### src/rtl/mem_arb_pkg.sv
// Shared types and defaults for the two-port memory arbiter.
package mem_arb_pkg;

    typedef enum logic [1:0] {
        IDLE  = 2'd0,
        ISSUE = 2'd1,
        WAIT  = 2'd2,
        DONE  = 2'd3
    } arb_state_e;

    localparam logic PORT_I = 1'b0;
    localparam logic PORT_D = 1'b1;

    localparam int unsigned DEF_ADDR_W      = 16;
    localparam int unsigned DEF_DATA_W      = 16;
    localparam int unsigned DEF_WAIT_CYCLES = 4;
    localparam int unsigned CTR_W           = 8;

endpackage

### src/rtl/mem_wait_ctr.sv
// Loadable down-counter that times memory wait states; flag marks the last wait cycle.
module mem_wait_ctr
    import mem_arb_pkg::*;
(
    input  logic             clk,
    input  logic             reset,
    input  logic             load,
    input  logic [CTR_W-1:0] load_val,
    output logic             flag
);

    logic [CTR_W-1:0] count_q, count_d;

    // Parks at zero once expired so an idle arbiter never sees a stray flag.
    always_comb begin
        count_d = count_q;
        if (load) begin
            count_d = load_val;
        end else if (count_q != '0) begin
            count_d = count_q - CTR_W'(1);
        end
    end

    always_ff @(posedge clk or negedge reset) begin
        if (!reset) begin
            count_q <= '0;
        end else begin
            count_q <= count_d;
        end
    end

    assign flag = (count_q == CTR_W'(1));

endmodule

### src/rtl/mem_arbiter.sv
// Two-port (I-cache / D-cache) arbiter in front of a fixed-latency memory.
// ARB_ROUND_ROBIN_EN selects round-robin tie-breaking; otherwise the D port wins ties.
module mem_arbiter
    import mem_arb_pkg::*;
#(
    parameter int unsigned ADDR_W      = DEF_ADDR_W,
    parameter int unsigned DATA_W      = DEF_DATA_W,
    parameter int unsigned WAIT_CYCLES = DEF_WAIT_CYCLES
) (
    input  logic              clk,
    input  logic              reset,
    input  logic              IStrobe,
    input  logic              DStrobe,
    input  logic              IRW,
    input  logic              DRW,
    input  logic [ADDR_W-1:0] IAddr,
    input  logic [ADDR_W-1:0] DAddr,
    input  logic [DATA_W-1:0] IWData,
    input  logic [DATA_W-1:0] DWData,
    output logic              IReady,
    output logic              DReady,
    output logic [DATA_W-1:0] RData,
    output logic              MStrobe,
    output logic              MRW,
    output logic [ADDR_W-1:0] MAddr,
    output logic [DATA_W-1:0] MWData,
    input  logic [DATA_W-1:0] MRData,
    output logic              Grant,
    output logic              Busy
);

    localparam logic [CTR_W-1:0] WAIT_LOAD = CTR_W'(WAIT_CYCLES);

    arb_state_e        state_q, state_d;
    logic              mstrobe_q, mstrobe_d;
    logic              mrw_q, mrw_d;
    logic [ADDR_W-1:0] maddr_q, maddr_d;
    logic [DATA_W-1:0] mwdata_q, mwdata_d;
    logic              iready_q, iready_d;
    logic              dready_q, dready_d;
    logic [DATA_W-1:0] rdata_q, rdata_d;
    logic              grant_q, grant_d;
    logic              busy_q, busy_d;

    logic any_req;
    logic winner;
    logic ctr_load;
    logic ctr_flag;

    assign any_req  = IStrobe | DStrobe;
    assign ctr_load = (state_q == ISSUE);

`ifdef ARB_ROUND_ROBIN_EN
    logic rr_last_q, rr_last_d;

    // On a tie the port not served last wins; a lone requester always wins.
    always_comb begin
        if (IStrobe && DStrobe) begin
            winner = ~rr_last_q;
        end else begin
            winner = DStrobe ? PORT_D : PORT_I;
        end
    end

    always_comb begin
        rr_last_d = rr_last_q;
        if (state_q == IDLE && any_req) begin
            rr_last_d = winner;
        end
    end
`else
    assign winner = DStrobe ? PORT_D : PORT_I;
`endif

    mem_wait_ctr u_wait_ctr (
        .clk      (clk),
        .reset    (reset),
        .load     (ctr_load),
        .load_val (WAIT_LOAD),
        .flag     (ctr_flag)
    );

    always_comb begin
        state_d   = state_q;
        mstrobe_d = 1'b0;
        mrw_d     = mrw_q;
        maddr_d   = maddr_q;
        mwdata_d  = mwdata_q;
        iready_d  = 1'b0;
        dready_d  = 1'b0;
        rdata_d   = rdata_q;
        grant_d   = grant_q;
        busy_d    = busy_q;
        case (state_q)
            IDLE: begin
                if (any_req) begin
                    state_d   = ISSUE;
                    mstrobe_d = 1'b1;
                    grant_d   = winner;
                    busy_d    = 1'b1;
                    mrw_d     = (winner == PORT_D) ? DRW    : IRW;
                    maddr_d   = (winner == PORT_D) ? DAddr  : IAddr;
                    mwdata_d  = (winner == PORT_D) ? DWData : IWData;
                end
            end
            ISSUE: begin
                state_d = WAIT;
            end
            WAIT: begin
                if (ctr_flag) begin
                    state_d = DONE;
                    if (!mrw_q) begin
                        rdata_d = MRData;
                    end
                    if (grant_q == PORT_D) begin
                        dready_d = 1'b1;
                    end else begin
                        iready_d = 1'b1;
                    end
                end
            end
            DONE: begin
                state_d = IDLE;
                busy_d  = 1'b0;
            end
            default: begin
                state_d = IDLE;
            end
        endcase
    end

    always_ff @(posedge clk or negedge reset) begin
        if (!reset) begin
            state_q   <= IDLE;
            mstrobe_q <= 1'b0;
            mrw_q     <= 1'b0;
            maddr_q   <= '0;
            mwdata_q  <= '0;
            iready_q  <= 1'b0;
            dready_q  <= 1'b0;
            rdata_q   <= '0;
            grant_q   <= 1'b0;
            busy_q    <= 1'b0;
`ifdef ARB_ROUND_ROBIN_EN
            rr_last_q <= 1'b0;
`endif
        end else begin
            state_q   <= state_d;
            mstrobe_q <= mstrobe_d;
            mrw_q     <= mrw_d;
            maddr_q   <= maddr_d;
            mwdata_q  <= mwdata_d;
            iready_q  <= iready_d;
            dready_q  <= dready_d;
            rdata_q   <= rdata_d;
            grant_q   <= grant_d;
            busy_q    <= busy_d;
`ifdef ARB_ROUND_ROBIN_EN
            rr_last_q <= rr_last_d;
`endif
        end
    end

    assign MStrobe = mstrobe_q;
    assign MRW     = mrw_q;
    assign MAddr   = maddr_q;
    assign MWData  = mwdata_q;
    assign IReady  = iready_q;
    assign DReady  = dready_q;
    assign RData   = rdata_q;
    assign Grant   = grant_q;
    assign Busy    = busy_q;

endmodule

### config.mk
export PLATFORM = sky130hd
export DESIGN_NAME = mem_arbiter
export DESIGN_NICKNAME = d
export VERILOG_FILES = /design/src/rtl/mem_arb_pkg.sv /design/src/rtl/mem_wait_ctr.sv /design/src/rtl/mem_arbiter.sv
export SDC_FILE = /design/constraint.sdc
export NUM_CORES = 1
export LEC_CHECK = 0
export BUFFER_PORTS_ARGS = -buffer_cell sky130_fd_sc_hd__buf_2
export CELL_PAD_IN_SITES_DETAIL_PLACEMENT = 0
export CELL_PAD_IN_SITES_GLOBAL_PLACEMENT = 1
export CORE_MARGIN = 5
export CORE_UTILIZATION = 35
export DETAILED_ROUTE_END_ITERATION = 8
export PLACE_DENSITY = 0.77
export RECOVER_POWER = 50
export SETUP_SLACK_MARGIN = 0.02
export SLEW_MARGIN = 20
export SYNTH_ARGS = -nofsm -noshare
export SYNTH_HDL_FRONTEND = slang
export SYNTH_SLANG_ARGS = --single-unit
### constraint.sdc
create_clock -name clk -period 2.7 [get_ports clk]
set_clock_uncertainty 0.1 [all_clocks]
set_input_delay 0.135 -clock clk [delete_from_list [all_inputs] [get_ports clk]]
set_output_delay 0.135 -clock clk [all_outputs]
set_load 0.005 [all_outputs]
==> flow_summary_export.csv <==
group,metric,value,unit
timing,holdWs,0.01076,ns
placed_design,dp_hpwl,5504,um
floorplanning,io_pins,140,
grt,grt_remaining_overflow,0,
power,seqPwrFrac,51.0,%
power,share_comb_of_total_power,10.8,%
final_layout,area_growth,52.81,%
setup_path,crit_path_start_kind,"flop",
cts,post_cts_buffers,0,
cts,cts_root_buf,"clkbuf_8",
yosys,synth_area,3002,um2
setup_path,worst-path-max-fanout,16,
timing,slew_headroom,-3.652,%
grt,grt_usage,15.46,%
routing,drt_first_pass_iters,4,
yosys,yosysSeqAreaShare,53.36,%
timing,slew_violations,65,
floorplanning,core,8299,um2
final_layout,utilization,55.27,%
routing,ant_nets,0,
timing,fin_crit,2.351,ns
setup_path,required,2.81,ns
final_layout,multiInputGateArea,1300,um2
run_status,violations,"max-capacitance violations, max-slew violations",
setup_path,worstPathCellList,"inv_1 -> ha_1 -> or4bb_1 -> nor3_4 -> buf_4 -> mux2_2",
floorplanning,die_h,102.6,um
yosys,yosysUniqueCellTypes,39,
power,switching_share,22.02,%
yosys,synth-seq-cells,64,
placed_design,place_inst,499,
routing,viasPerCell,4.612,
final_layout,fillers,728,
setup_path,cpPeakStageDelay,0.55,ns
setup_path,critPathKind,"reg2reg",
final_layout,drive_gt1_share,34.89,%
yosys,synth_nets,357,
job,cap_violations,1,
routing,drt_wl_total,7983,um
power,clock_power_share,38.2,%
cts,cts_tree,"yes",
cts,clock_sinks,64,
yosys,synth_cells,264,
grt,antenna_found_initial,0,
grt,grt_max_degree,65,
routing,drc,0,
routing,drtIter0Drc,43,
grt,grt_pass1_wl,12810,um
yosys,synth_edf_count,0,
timing,clock.fmax,425.4,MHz
timing,setup_viol,0,
cts,clk_pin_slew,0.06,ns
floorplanning,die_w,102.6,um
cts,cts.path.max_buffers,2,
power,internal_power,1.466,mW
power,ir_worst_vdd,231.8,uV
final_layout,nNetsFinal,559,
cts,cts_buffers,9,
floorplanning,start_util,36.17,%
timing,rsz0062_at_grt,"no",
final_layout,finalNonFillerCells,575,
timing,finalHoldViolations,0,
setup_path,cp_slowest_cell,"or4bb_1",
routing,wl_per_cell,13.88,um
power,p_leak,2.424,nW
timing,period_share,87.07,%
yosys,synth_area_per_cell,11.37,um2
run_status,status,"complete, but fails checks",
floorplanning,die_area,10530,um2
timing,worst_pin_slew,1.555,ns
final_layout,final_common_cell,"buf_2",
final_layout,diodes,0,
yosys,synth_ff_type,"dfrtp_1",
placed_design,place.gp.congestion,0.7260,
final_layout,ff_latch_area,1602,um2
setup_path,arrival,2.46,ns
placed_design,io_buffer_count,139,
timing,setup_tns,0,ns
power,total_power,1.880,mW
setup_path,critPathCaptureType,"flop",
grt,grt_pass1_vias,2710,
final_layout,final_cell_mix,"121 x buf_2, 64 x dfrtp_1, 60 x dlygate4sd3_1",
worst_hold_path,min-delay-path-class,"in2reg",
cts,htreeDepth,3,
yosys,synthArstFlopShare,100.0,%
cts,insertion_delay,0.33,ns
routing,via_count,2652,
power,netSwitchingPower,0.4138,mW
floorplanning,rows,33,
yosys,yosys_warnings,0,
power,p_per_area,409.8,nW/um2
-- registers in the layout, indices dropped and copies added (netlist names) --
name                flops
Busy                    1
DReady                  1
Grant                   1
IReady                  1
MAddr                  16
MRW                     1
MStrobe                 1
MWData                 16
RData                  16
state_q                 2
u_wait_ctr.count_q      8
-- worst max-delay path: cells and delay by family (launching register included) --
family                     cells  cell delay, ns
and+or+nand+nor                2            0.67
adders and majority gates      1            0.26
DFF                            1            0.41
buffers and inverters          2            0.40
muxes                          1            0.38
-- cell type report --
| cell class | count | share of cell area, % |
|---|---|---|
| flip-flops and latches | 64 | 34.92 |
| multi-input cells | 175 | 28.34 |
| clock buffers | 12 | 3.382 |
| clock inverters | 3 | 0.3819 |
| inverters | 10 | 0.8183 |
| repair buffers | 206 | 29.30 |
| well taps | 105 | 2.864 |
-- stage by stage --
stage | area [um2] | worst slack, ns
floorplan | 3002 | 0.4729
global placement | 3824 | 0.4391
detailed placement | 3824 | 0.3613
CTS | 4597 | 0.3620
global route | 4587 | 0.2469
finish | 4587 | 0.3490
-- worst paths after layout --
| check | to | slack, ns | cells past startpoint | start |
|---|---|---|---|---|
| min in group asynchronous | MWData[6]$_DFFE_PN0P_ | 0.70 | 3 | reset |
| max | RData[0]$_DFFE_PN0P_ | 0.35 | 6 | state_q[0]$_DFFE_PN0P_ |
| min reg2reg | MAddr[8]$_DFFE_PN0P_ | 0.38 | 2 | MAddr[8]$_DFFE_PN0P_ |
| min | MWData[1]$_DFFE_PN0P_ | 0.01 | 3 | DWData[1] |
| max in group asynchronous | MAddr[10]$_DFFE_PN0P_ | 0.85 | 3 | reset |
| max reg2reg | RData[0]$_DFFE_PN0P_ | 0.35 | 6 | state_q[0]$_DFFE_PN0P_ |
-- synthesized netlist by cell type (3+ instances only) --
library cell | n | area share (%)
nor2_1 | 7 | 0.88
dfrtp_1 | 64 | 53
a211oi_1 | 3 | 0.75
clkbuf_1 | 12 | 1.5
o21ai_0 | 36 | 6.0
mux2i_1 | 34 | 11
inv_1 | 10 | 1.3
a21oi_1 | 4 | 0.67
mux2_2 | 7 | 2.6
nand2_1 | 36 | 4.5
ha_1 | 7 | 2.9
mux2_4 | 10 | 5.0
-- kinds of logic after synthesis --
group	share of synthesized area, %
flip-flops	53.36
AND/OR/NAND/NOR	10.42
AO/OA/AOI/OAI	10.63
multiplexers	18.97
buffers and inverters	3.710
adder cells (fa/ha/maj)	2.918
-- power groups by stage --
stage | Clock [mW] | Combinational [mW] | Sequential [mW]
2_1_floorplan | 0 | 0.0406 | 0.977
3_3_place_gp | 0 | 0.130 | 0.977
3_5_place_dp | 0 | 0.131 | 0.977
4_1_cts | 0.744 | 0.206 | 0.958
5_1_grt | 0.786 | 0.225 | 0.958
6_report | 0.717 | 0.204 | 0.959
-- repair_timing --
action	CTS	global route
hold endpoints to repair	105	0
resized for setup	0	0
hold buffers	60	0
-- per-layer routing --
metal  GRT usage, %  wire length (um)  vias up
li1               -                 -     1330
met1          19.10              3360     1214
met2          25.17              3749      102
met3          6.157               821        6
met4          4.238                51        0
met5              0                 0        -
No activity file was read; power rests on OpenSTA's default activity.
